--- src/rtl/fetch_sequencer_pkg.sv ---
// Shared definitions for the fetch/execute sequencer.
//   seq_state_e  : 3-bit sequencer state encoding
//   fault_code_e : fault reason reported on fault_code_o
//   PC_*_SEL_RST : PC-select values driven out of reset
//   is_aligned() : word-alignment test for fetch addresses
package fetch_sequencer_pkg;

  typedef enum logic [2:0] {
    ST_IDLE     = 3'd0,
    ST_FETCH    = 3'd1,
    ST_WAIT_RSP = 3'd2,
    ST_ISSUE    = 3'd3,
    ST_EXEC     = 3'd4,
    ST_UPDATE   = 3'd5,
    ST_HALTED   = 3'd6,
    ST_FAULT    = 3'd7
  } seq_state_e;

  typedef enum logic [1:0] {
    FAULT_NONE         = 2'd0,
    FAULT_IMEM_TIMEOUT = 2'd1,
    FAULT_MISALIGNED   = 2'd2
  } fault_code_e;

  localparam logic PC_ALU_SEL_RST  = 1'b1;  // +4 path
  localparam logic PC_NEXT_SEL_RST = 1'b0;  // pc_alu path

  function automatic logic is_aligned(input logic [31:0] addr);
    return (addr[1:0] == 2'b00);
  endfunction

endpackage

--- src/rtl/fetch_sequencer_if.sv ---
// Handshake bundle between the sequencer and instruction memory / decode / execute.
//   imem_req_valid/ready, imem_addr     : fetch request channel
//   imem_rsp_valid, imem_rsp_data       : fetch response (1-cycle pulse)
//   instr_valid/ready, instr            : instruction offered to decode
//   exec_done, exec_br_taken, exec_jalr : execute completion and PC-path info
// modport master : sequencer side; modport slave : memory/decode/execute side.
interface fetch_sequencer_if;
  logic        imem_req_valid;
  logic        imem_req_ready;
  logic [31:0] imem_addr;
  logic        imem_rsp_valid;
  logic [31:0] imem_rsp_data;
  logic        instr_valid;
  logic        instr_ready;
  logic [31:0] instr;
  logic        exec_done;
  logic        exec_br_taken;
  logic        exec_jalr;

  modport master (
    output imem_req_valid, imem_addr, instr_valid, instr,
    input  imem_req_ready, imem_rsp_valid, imem_rsp_data, instr_ready,
           exec_done, exec_br_taken, exec_jalr
  );

  modport slave (
    input  imem_req_valid, imem_addr, instr_valid, instr,
    output imem_req_ready, imem_rsp_valid, imem_rsp_data, instr_ready,
           exec_done, exec_br_taken, exec_jalr
  );
endinterface

--- src/rtl/fetch_sequencer_watchdog_counter.sv ---
// Response watchdog for the fetch sequencer.
//   clk, rst   : clock, asynchronous active-high reset
//   clear_i    : force count to 0 (held while not waiting on imem)
//   enable_i   : count one cycle of waiting
//   expired_o  : high during the TIMEOUT_CYCLES-th enabled cycle after a clear
module watchdog_counter #(
  parameter int unsigned TIMEOUT_CYCLES = 255
) (
  input  logic clk,
  input  logic rst,
  input  logic clear_i,
  input  logic enable_i,
  output logic expired_o
);

  logic [15:0] count_q;
  logic [15:0] count_d;

  // The count equals the number of enabled cycles already spent, so the
  // TIMEOUT_CYCLES-th waiting cycle sees TIMEOUT_CYCLES-1.
  assign expired_o = enable_i && (count_q == 16'(TIMEOUT_CYCLES - 1));

  always_comb begin
    count_d = count_q;
    if (clear_i) begin
      count_d = '0;
    end else if (enable_i && !expired_o) begin
      count_d = count_q + 16'd1;
    end
  end

  always_ff @(posedge clk or posedge rst) begin
    if (rst) begin
      count_q <= '0;
    end else begin
      count_q <= count_d;
    end
  end

endmodule

--- src/rtl/fetch_sequencer.sv ---
// Multicycle fetch/execute sequencer: drives PC select/load, runs the imem
// request/response handshake, offers each fetched word to decode and waits for
// execute completion before loading the next PC.
//   clk, rst        : clock, asynchronous active-high reset
//   run_i, halt_i   : start from IDLE / stop after the current instruction retires
//   pc_i            : current PC from the PC block
//   bus             : imem / decode / execute handshakes (master side)
//   pc_alu_sel_o    : 1 = +4, 0 = immediate increment
//   pc_next_sel_o   : 1 = writeback path (JALR), 0 = pc_alu path
//   pc_en_o         : one-cycle PC load enable, once per retired instruction
//   retired_o       : instructions retired since reset (wraps)
//   halted_o        : in HALTED
//   fault_o         : in FAULT (absorbing until reset)
//   fault_code_o    : 0 none, 1 imem timeout, 2 misaligned fetch
module fetch_sequencer
  import fetch_sequencer_pkg::*;
#(
  parameter int unsigned TIMEOUT_CYCLES = 255,
  parameter int unsigned CNT_W          = 32
) (
  input  logic               clk,
  input  logic               rst,
  input  logic               run_i,
  input  logic               halt_i,
  input  logic [31:0]        pc_i,
  fetch_sequencer_if.master  bus,
  output logic               pc_alu_sel_o,
  output logic               pc_next_sel_o,
  output logic               pc_en_o,
  output logic [CNT_W-1:0]   retired_o,
  output logic               halted_o,
  output logic               fault_o,
  output logic [1:0]         fault_code_o
);

  seq_state_e       state_q, state_d;
  logic [31:0]      instr_q, instr_d;
  logic             alu_sel_q, alu_sel_d;
  logic             next_sel_q, next_sel_d;
  logic [CNT_W-1:0] retired_q, retired_d;
  logic [1:0]       fault_code_q, fault_code_d;

  logic req_valid;
  logic wd_clear;
  logic wd_enable;
  logic wd_expired;

  watchdog_counter #(
    .TIMEOUT_CYCLES(TIMEOUT_CYCLES)
  ) u_watchdog (
    .clk       (clk),
    .rst       (rst),
    .clear_i   (wd_clear),
    .enable_i  (wd_enable),
    .expired_o (wd_expired)
  );

  always_comb begin
    state_d      = state_q;
    instr_d      = instr_q;
    alu_sel_d    = alu_sel_q;
    next_sel_d   = next_sel_q;
    retired_d    = retired_q;
    fault_code_d = fault_code_q;
    req_valid    = 1'b0;
    bus.instr_valid = 1'b0;
    pc_en_o      = 1'b0;
    wd_clear     = 1'b1;
    wd_enable    = 1'b0;

    case (state_q)
      ST_IDLE: begin
        if (run_i) state_d = ST_FETCH;
      end
      ST_FETCH: begin
        // A misaligned PC never reaches the memory: no request is raised.
        if (!is_aligned(pc_i)) begin
          state_d      = ST_FAULT;
          fault_code_d = FAULT_MISALIGNED;
        end else begin
          req_valid = 1'b1;
          if (bus.imem_req_ready) state_d = ST_WAIT_RSP;
        end
      end
      ST_WAIT_RSP: begin
        wd_clear  = 1'b0;
        wd_enable = 1'b1;
        // A response arriving on the timeout cycle still wins.
        if (bus.imem_rsp_valid) begin
          instr_d = bus.imem_rsp_data;
          state_d = ST_ISSUE;
        end else if (wd_expired) begin
          state_d      = ST_FAULT;
          fault_code_d = FAULT_IMEM_TIMEOUT;
        end
      end
      ST_ISSUE: begin
        bus.instr_valid = 1'b1;
        if (bus.instr_ready) state_d = ST_EXEC;
      end
      ST_EXEC: begin
        // PC selects are captured here so they are already stable in UPDATE.
        // JALR dominates: the branch request is dropped and +4 is selected.
        if (bus.exec_done) begin
          next_sel_d = bus.exec_jalr;
          alu_sel_d  = bus.exec_jalr ? 1'b1 : ~bus.exec_br_taken;
          state_d    = ST_UPDATE;
        end
      end
      ST_UPDATE: begin
        pc_en_o   = 1'b1;
        retired_d = retired_q + CNT_W'(1);
        state_d   = halt_i ? ST_HALTED : ST_FETCH;
      end
      ST_HALTED: begin
        if (!halt_i) state_d = ST_FETCH;
      end
      ST_FAULT: begin
        state_d = ST_FAULT;
      end
      default: begin
        state_d = ST_IDLE;
      end
    endcase
  end

  always_ff @(posedge clk or posedge rst) begin
    if (rst) begin
      state_q      <= ST_IDLE;
      instr_q      <= '0;
      alu_sel_q    <= PC_ALU_SEL_RST;
      next_sel_q   <= PC_NEXT_SEL_RST;
      retired_q    <= '0;
      fault_code_q <= FAULT_NONE;
    end else begin
      state_q      <= state_d;
      instr_q      <= instr_d;
      alu_sel_q    <= alu_sel_d;
      next_sel_q   <= next_sel_d;
      retired_q    <= retired_d;
      fault_code_q <= fault_code_d;
    end
  end

  assign bus.imem_req_valid = req_valid;
  assign bus.imem_addr      = req_valid ? pc_i : 32'd0;
  assign bus.instr          = instr_q;
  assign pc_alu_sel_o       = alu_sel_q;
  assign pc_next_sel_o      = next_sel_q;
  assign retired_o          = retired_q;
  assign halted_o           = (state_q == ST_HALTED);
  assign fault_o            = (state_q == ST_FAULT);
  assign fault_code_o       = fault_code_q;

endmodule

--- src/flat_wrapper.sv ---
// flat-port wrapper written by rule: the top's interface ports become plain ports
module fetch_sequencer_flat import fetch_sequencer_pkg::*;
#(
  parameter int unsigned TIMEOUT_CYCLES = 255,
  parameter int unsigned CNT_W          = 32
)
  (clk, rst, run_i, halt_i, pc_i, pc_alu_sel_o, pc_next_sel_o, pc_en_o, retired_o, halted_o, fault_o, fault_code_o, bus_imem_req_valid, bus_imem_addr, bus_instr_valid, bus_instr, bus_imem_req_ready, bus_imem_rsp_valid, bus_imem_rsp_data, bus_instr_ready, bus_exec_done, bus_exec_br_taken, bus_exec_jalr);
  fetch_sequencer_if bus_i ();
  input  logic clk;
  input  logic rst;
  input  logic run_i;
  input  logic halt_i;
  input  logic [31:0] pc_i;
  output logic pc_alu_sel_o;
  output logic pc_next_sel_o;
  output logic pc_en_o;
  output logic [CNT_W-1:0] retired_o;
  output logic halted_o;
  output logic fault_o;
  output logic [1:0] fault_code_o;
  output wire logic [$bits(bus_i.imem_req_valid)-1:0] bus_imem_req_valid;
  output wire logic [$bits(bus_i.imem_addr)-1:0] bus_imem_addr;
  output wire logic [$bits(bus_i.instr_valid)-1:0] bus_instr_valid;
  output wire logic [$bits(bus_i.instr)-1:0] bus_instr;
  input wire logic [$bits(bus_i.imem_req_ready)-1:0] bus_imem_req_ready;
  input wire logic [$bits(bus_i.imem_rsp_valid)-1:0] bus_imem_rsp_valid;
  input wire logic [$bits(bus_i.imem_rsp_data)-1:0] bus_imem_rsp_data;
  input wire logic [$bits(bus_i.instr_ready)-1:0] bus_instr_ready;
  input wire logic [$bits(bus_i.exec_done)-1:0] bus_exec_done;
  input wire logic [$bits(bus_i.exec_br_taken)-1:0] bus_exec_br_taken;
  input wire logic [$bits(bus_i.exec_jalr)-1:0] bus_exec_jalr;
  assign bus_imem_req_valid = bus_i.imem_req_valid;
  assign bus_imem_addr = bus_i.imem_addr;
  assign bus_instr_valid = bus_i.instr_valid;
  assign bus_instr = bus_i.instr;
  assign bus_i.imem_req_ready = bus_imem_req_ready;
  assign bus_i.imem_rsp_valid = bus_imem_rsp_valid;
  assign bus_i.imem_rsp_data = bus_imem_rsp_data;
  assign bus_i.instr_ready = bus_instr_ready;
  assign bus_i.exec_done = bus_exec_done;
  assign bus_i.exec_br_taken = bus_exec_br_taken;
  assign bus_i.exec_jalr = bus_exec_jalr;
  fetch_sequencer #(.TIMEOUT_CYCLES(TIMEOUT_CYCLES), .CNT_W(CNT_W)) u_core (.clk(clk), .rst(rst), .run_i(run_i), .halt_i(halt_i), .pc_i(pc_i), .bus(bus_i), .pc_alu_sel_o(pc_alu_sel_o), .pc_next_sel_o(pc_next_sel_o), .pc_en_o(pc_en_o), .retired_o(retired_o), .halted_o(halted_o), .fault_o(fault_o), .fault_code_o(fault_code_o));
endmodule
--- config.mk ---
export PLATFORM = sky130hd
export DESIGN_NAME = fetch_sequencer_flat
export DESIGN_NICKNAME = d
export VERILOG_FILES = /design/src/rtl/fetch_sequencer_pkg.sv /design/src/rtl/fetch_sequencer_if.sv /design/src/rtl/fetch_sequencer_watchdog_counter.sv /design/src/rtl/fetch_sequencer.sv /design/src/flat_wrapper.sv
export SDC_FILE = /design/constraint.sdc
export NUM_CORES = 1
export LEC_CHECK = 0
export CAP_MARGIN = 40
export CORE_ASPECT_RATIO = 1.5
export CORE_MARGIN = 2
export CORE_UTILIZATION = 39
export CTS_CLUSTER_DIAMETER = 60
export DETAILED_ROUTE_END_ITERATION = 7
export GPL_TIMING_DRIVEN = 1
export PLACE_DENSITY = 0.87
export SYNTH_ARGS = -nofsm -noshare
export SYNTH_HDL_FRONTEND = slang
export SYNTH_SLANG_ARGS = --single-unit
--- constraint.sdc ---
create_clock -name clk -period 2.8 [get_ports clk]
set_input_delay 0.7 -clock clk [delete_from_list [all_inputs] [get_ports clk]]
set_output_delay 0.7 -clock clk [all_outputs]
set_load 0.05 [all_outputs]
Word level (Yosys, flattened, before mapping)
Cells that the tools add are included.
{"block": "word_totals", "reg_bits": 87, "latchBits": 0, "mem_bits_rw": 0, "mem_bits_ro": 0, "in_bits": 74, "output_inout_bits": 105, "n_memories": 0}
{"block": "classes", "addsub": 2, "multipliers": 0, "n_div": 0, "magnitude_cmp": 0, "n_eq_ne": 18, "n_shift": 0, "n_mux": 23, "bitwise_logic": 1, "n_reduce_logical": 10}
{"cell": "$add A32 B1 Y32 const B", "count": 1}
{"cell": "$mux W16", "count": 2}
{"cell": "$mux W32", "count": 1}
{"cell": "$mux W3", "count": 9}
{"cell": "$pmux W3 S8", "count": 1}
{"cell": "$add A16 B1 Y16 const B", "count": 1}
{"cell": "$eq A16 B8 Y1 const B", "count": 1}
{"cell": "$ne A2 B2 Y1 const B", "count": 8}
{"cell": "$eq A3 B3 Y1 const B", "count": 4}
{"cell": "$eq A3 B2 Y1 const B", "count": 2}
{"cell": "$mux W1", "count": 6}
{"cell": "$mux W2", "count": 3}
{"cell": "$ne A3 B3 Y1 const B", "count": 2}
{"cell": "$reduce_and A6 Y1", "count": 1}
{"cell": "$pmux W2 S2", "count": 1}
{"cell": "$reduce_and A2 Y1", "count": 2}
{"cell": "$reduce_and A4 Y1", "count": 1}
{"cell": "$eq A3 B1 Y1 const B", "count": 1}
{"cell": "$logic_not A3 Y1", "count": 1}
{"cell": "$logic_and A1 B1 Y1", "count": 2}
{"cell": "$logic_not A2 Y1", "count": 1}
{"cell": "$reduce_bool A2 Y1", "count": 1}
{"cell": "$logic_not A1 Y1", "count": 1}
{"cell": "$not A1 Y1", "count": 1}

Logic depth before layout (Yosys ltp)
{"block": "logic_depth", "ltp_word": 7, "ltp_mapped": 7, "ltp_nobuf": 7}

Hierarchy
From an unflattened synthesis, not the netlist that was laid out.
{"block": "unflattened", "hier_cells": 386, "area_unflattened_um2": 4329.2}
{"mod": "fetch_sequencer", "instances": 1, "cells_each": 283, "area_per_inst_um2": 3343.2, "seq_area_each_um2": 1778.0}
{"mod": "watchdog_counter", "instances": 1, "cells_each": 103, "area_per_inst_um2": 985.9, "seq_area_each_um2": 400.4}

Worst setup path before layout
No wires, ideal clock.
{"block": "synth_timing", "path_type": "in2out", "startpoint": "input port pc_i[1]", "endpoint": "output port bus_imem_addr[10]", "arrival_time_ns": 1.566, "t_required_ns": 2.100, "path_slack_ns": 0.534, "cell_stages": 3, "n_path_buf": 1, "path_cell_list": "nor2_1 > clkbuf_1 > and3_1"}
{"block": "synth_between", "elab_chain_cells": 4}
{"element": "from (decl)", "line_no": "flat_wrapper.sv:13", "source": "input logic [31:0] pc_i;"}
{"element": "$logic_not A2 Y1", "line_no": "fetch_sequencer_pkg.sv:29", "source": "return (addr[1:0] == 2'b00);"}
{"element": "$mux W1", "line_no": "fetch_sequencer.sv:77", "source": "if (!is_aligned(pc_i)) begin"}
{"element": "$mux W1", "line_no": "fetch_sequencer.sv:71", "source": "case (state_q)"}
{"element": "$mux W32", "line_no": "fetch_sequencer.sv:146", "source": "assign bus.imem_addr = req_valid ? pc_i : 32'd0;"}
{"element": "to (decl)", "line_no": "flat_wrapper.sv:22", "source": "output wire logic [$bits(bus_i.imem_addr)-1:0] bus_imem_addr;"}
No other way between the ends.

Worst setup path after layout
{"block": "layout_timing", "startpoint": "register u_core.state_q[1]", "endpoint": "output port bus_instr_valid"}
{"block": "layout_between", "elab_chain_cells": 2}
{"element": "from (decl)", "line_no": "fetch_sequencer.sv:36", "source": "seq_state_e state_q, state_d;"}
{"element": "from (signal assigned)", "line_no": "fetch_sequencer.sv:136", "source": "state_q <= state_d;"}
{"element": "$eq A3 B2 Y1", "line_no": "fetch_sequencer.sv:71"}
{"element": "$mux W1", "line_no": "fetch_sequencer.sv:71"}
{"element": "to (decl)", "line_no": "flat_wrapper.sv:23", "source": "output wire logic [$bits(bus_i.instr_valid)-1:0] bus_instr_valid;"}
No other way between the ends.

==> impl_metrics.yaml <==
clocking:
  clkLatencyLatePin_ns: 0.33
  hold_buffers: 0
  clk_pin_slew_worst_paths_ns: 0.06
  ctsResizeCount: 0
  cts_root_buf: "clkbuf_16"
  cts.path.max_buffers: 2
  htree_levels: 3
  cts_tree: "yes"
  post_cts_buffers: 0
  numCtsBuffers: 9
  numClockSinks: 87
die:
  ioPinCount: 179
  start_util_pct: 39.9
  fp.dieH_um: 131
  die_area_um2: 11600
  die-width_um: 88.8
  rows: 46
  core_area_um2: 10500
min_path:
  worstHoldPathType: "reg -> reg"
yosys:
  synthDistinctLibCells: 49
  synth_seq_area_share_pct: 51.8
  synthSimpleGateAreaFrac_pct: 21.4
  yosysTopAreaCell: "dfrtp_1"
  netlist_area_um2: 4200
  synth_top_family_by_area: "simple AND/OR/NAND/NOR gates"
  yosys-top-cells-area: "dfrtp_1 (51%), mux2_2 (7.8%), and3_1 (5.4%)"
  synth_enable_flop_cells: 0
  syn_avg_cell_area_um2: 11.4
  synth_top_area_share_pct: 51.2
  synth_cells: 369
  synth_compound_area_share_pct: 2.77
  yosysMostFrequentCell: "dfrtp_1"
  yosys-mux-area-fraction_pct: 9.88
  synthTopCellsByCount: "dfrtp_1 (86), and3_1 (36), nor2_1 (30)"
  synth_warnings: 0
  synth-async-reset-ratio_pct: 100
  ys_ff_latch: 87
  synth-xor-area-share_pct: 9.38
  synth_ff_type: "dfrtp_1"
  yosys.area_share.adder_pct: 0.893
power:
  clockPowerShare_pct: 22.2
  swShare_pct: 41.5
  powerDensity_nw_per_um2: 873
  vdd_drop_max_mv: 0.521
  p_leak_nw: 3.00
  p_sw_mw: 2.46
  intPower_mw: 3.46
  seq_power_share_pct: 30.8
  combPwrFrac_pct: 47.0
  power_mw: 5.91
critical_path:
  startpoint_type: "flip-flop"
  worstSetupEndpoint: "bus_instr_valid"
  cp_top_family: "buffers and inverters"
  worstPathArrival_ns: 2.00
  timing.rr.end: "u_core.state_q[0]"
  rrSetupSlack_ns: 0.72
  cp_slowest_stage_delay_ns: 0.83
  end_kind: "primary output"
  critPathBufInv: 1
  required_ns: 2.10
  timing.rr.start: "u_core.u_watchdog.count_q[0]"
  crit_type: "reg -> out"
  r2r_cells: 6
  crit_cells: 3
  setup.worst_path.start: "u_core.state_q[1]"
  path_cells: "nand2_1, nor2_1, clkdlybuf4s50_1"
  worstPathMaxFanout: 13
  cp_slowest_cell: "clkdlybuf4s50_1"
timing:
  slew_headroom_pct: 63.8
  rsz0062_at_grt: "false"
  clock_skew_ns: 0.00701
  hold_violations: 0
  worst_pin_slew_ns: 0.542
  holdWs_ns: 0.483
  fin_crit_ns: 2.70
  fmax_mhz: 370
  fin_crit_sh_pct: 96.4
  setup-tns-final_ns: 0
  setup_violations: 0
  drv_slew: 0
drt:
  wirelength_um: 10700
  ant_nets: 0
  drt-pass1-iter-count: 4
  drt-initial-drc-count: 159
  wl_per_cell_um: 15.4
  num_vias: 3450
  remaining_drc_errors: 0
  routed_via_density: 4.97
final_layout:
  synthToLayoutAreaGrowth_pct: 61.2
  drive_gt1_share_pct: 18.5
  nNetsFinal: 622
  fin_cells: 694
  antennaDiodeCount: 0
placement:
  gp_congestion: 0.849
  placedCellCount: 678
  place.port_buffers: 176
  dp_hpwl_um: 8270
global_routing:
  antenna_found_initial: 0
  grt_max_degree: 88
  grt_pass1_vias: 3622
  grt.total_usage_pct: 18.6
  grt_pass1_wl_um: 17200
  overflow: 0
run:
  drv_cap: 0
status:
  outcome: "completed"
-- final cells by class --
cell class	instances	area, um2
clock buffer	11	243
clock inverter	5	88.8
fill	778	3750
inverter	12	61.3
multi-input combinational	251	1870
sequential	87	2180
tap	144	180
timing repair buffer	184	2150
-- power groups by stage --
stage | Sequential (mW) | Clock (mW) | Combinational (mW)
2_1_floorplan | 2.76 | 0 | 0.870
3_3_place_gp | 1.82 | 0 | 2.75
3_5_place_dp | 1.84 | 0 | 2.80
4_1_cts | 1.82 | 1.34 | 2.81
5_1_grt | 1.86 | 1.39 | 2.92
6_report | 1.82 | 1.31 | 2.78
-- metal layers --
layer | track usage [%] | up-vias | wire [um]
met5 | 0 | - | 0
met2 | 33.8 | 168 | 5890
li1 | - | 1624 | -
met3 | 6.03 | 8 | 981
met4 | 6.14 | 0 | 119
met1 | 19.5 | 1650 | 3710
-- worst min path at each step --
stage / from / endpoint / slack, ns / cells after the start
2_1_floorplan: u_core.u_watchdog.count_q[5] / u_core.u_watchdog.count_q[5] / 0.50 / 2
3_3_place_gp: u_core.retired_o[31] / u_core.retired_o[31] / 0.47 / 1
3_5_place_dp: u_core.retired_o[31] / u_core.retired_o[31] / 0.47 / 1
4_1_cts: u_core.retired_o[31] / u_core.retired_o[31] / 0.49 / 1
5_1_grt: u_core.retired_o[18] / u_core.retired_o[18] / 0.52 / 1
6_report: u_core.retired_o[31] / u_core.retired_o[31] / 0.48 / 1
-- sequential cells by signal, indices dropped and copies added (netlist names) --
name,cells
u_core.pc_next_sel_o,1
u_core.bus.instr,32
u_core.fault_code_o,2
u_core.u_watchdog.count_q,16
u_core.state_q,3
u_core.retired_o,32
u_core.pc_alu_sel_o,1
-- through the flow --
step / area, um2 / util, % / worst slack, ns
finish: 6780 / 64.4 / 0.0996
global route: 6780 / 64.4 / 0.00472
CTS: 6780 / 64.4 / 0.0808
detailed placement: 6450 / 61.2 / 0.251
global placement: 6450 / 61.2 / 0.295
floorplan: 4210 / - / 0.534
-- kinds of logic (layout without fill, tap and decap cells) --
family,Yosys count,count (layout)
fa+ha+maj,3,3
xor+xnor,45,45
buf+inv,32,212
other cells,1,2
flops,87,87
simple gates,147,147
compound gates,17,17
mux,37,37
-- layout by cell type (no fill, tap or decap), drive strengths merged, types with 6 or more instances in the layout --
cell           instances
clkdlybuf4s50        143
dfrtp                 86
buf                   41
and3                  36
mux2                  36
nor2                  30
xnor2                 23
xor2                  22
nand2                 19
nand3                 17
nand4                 15
inv                   13
clkbuf                11
and2                   8
o21ai                  6
(Power assumes the default switching activity.)
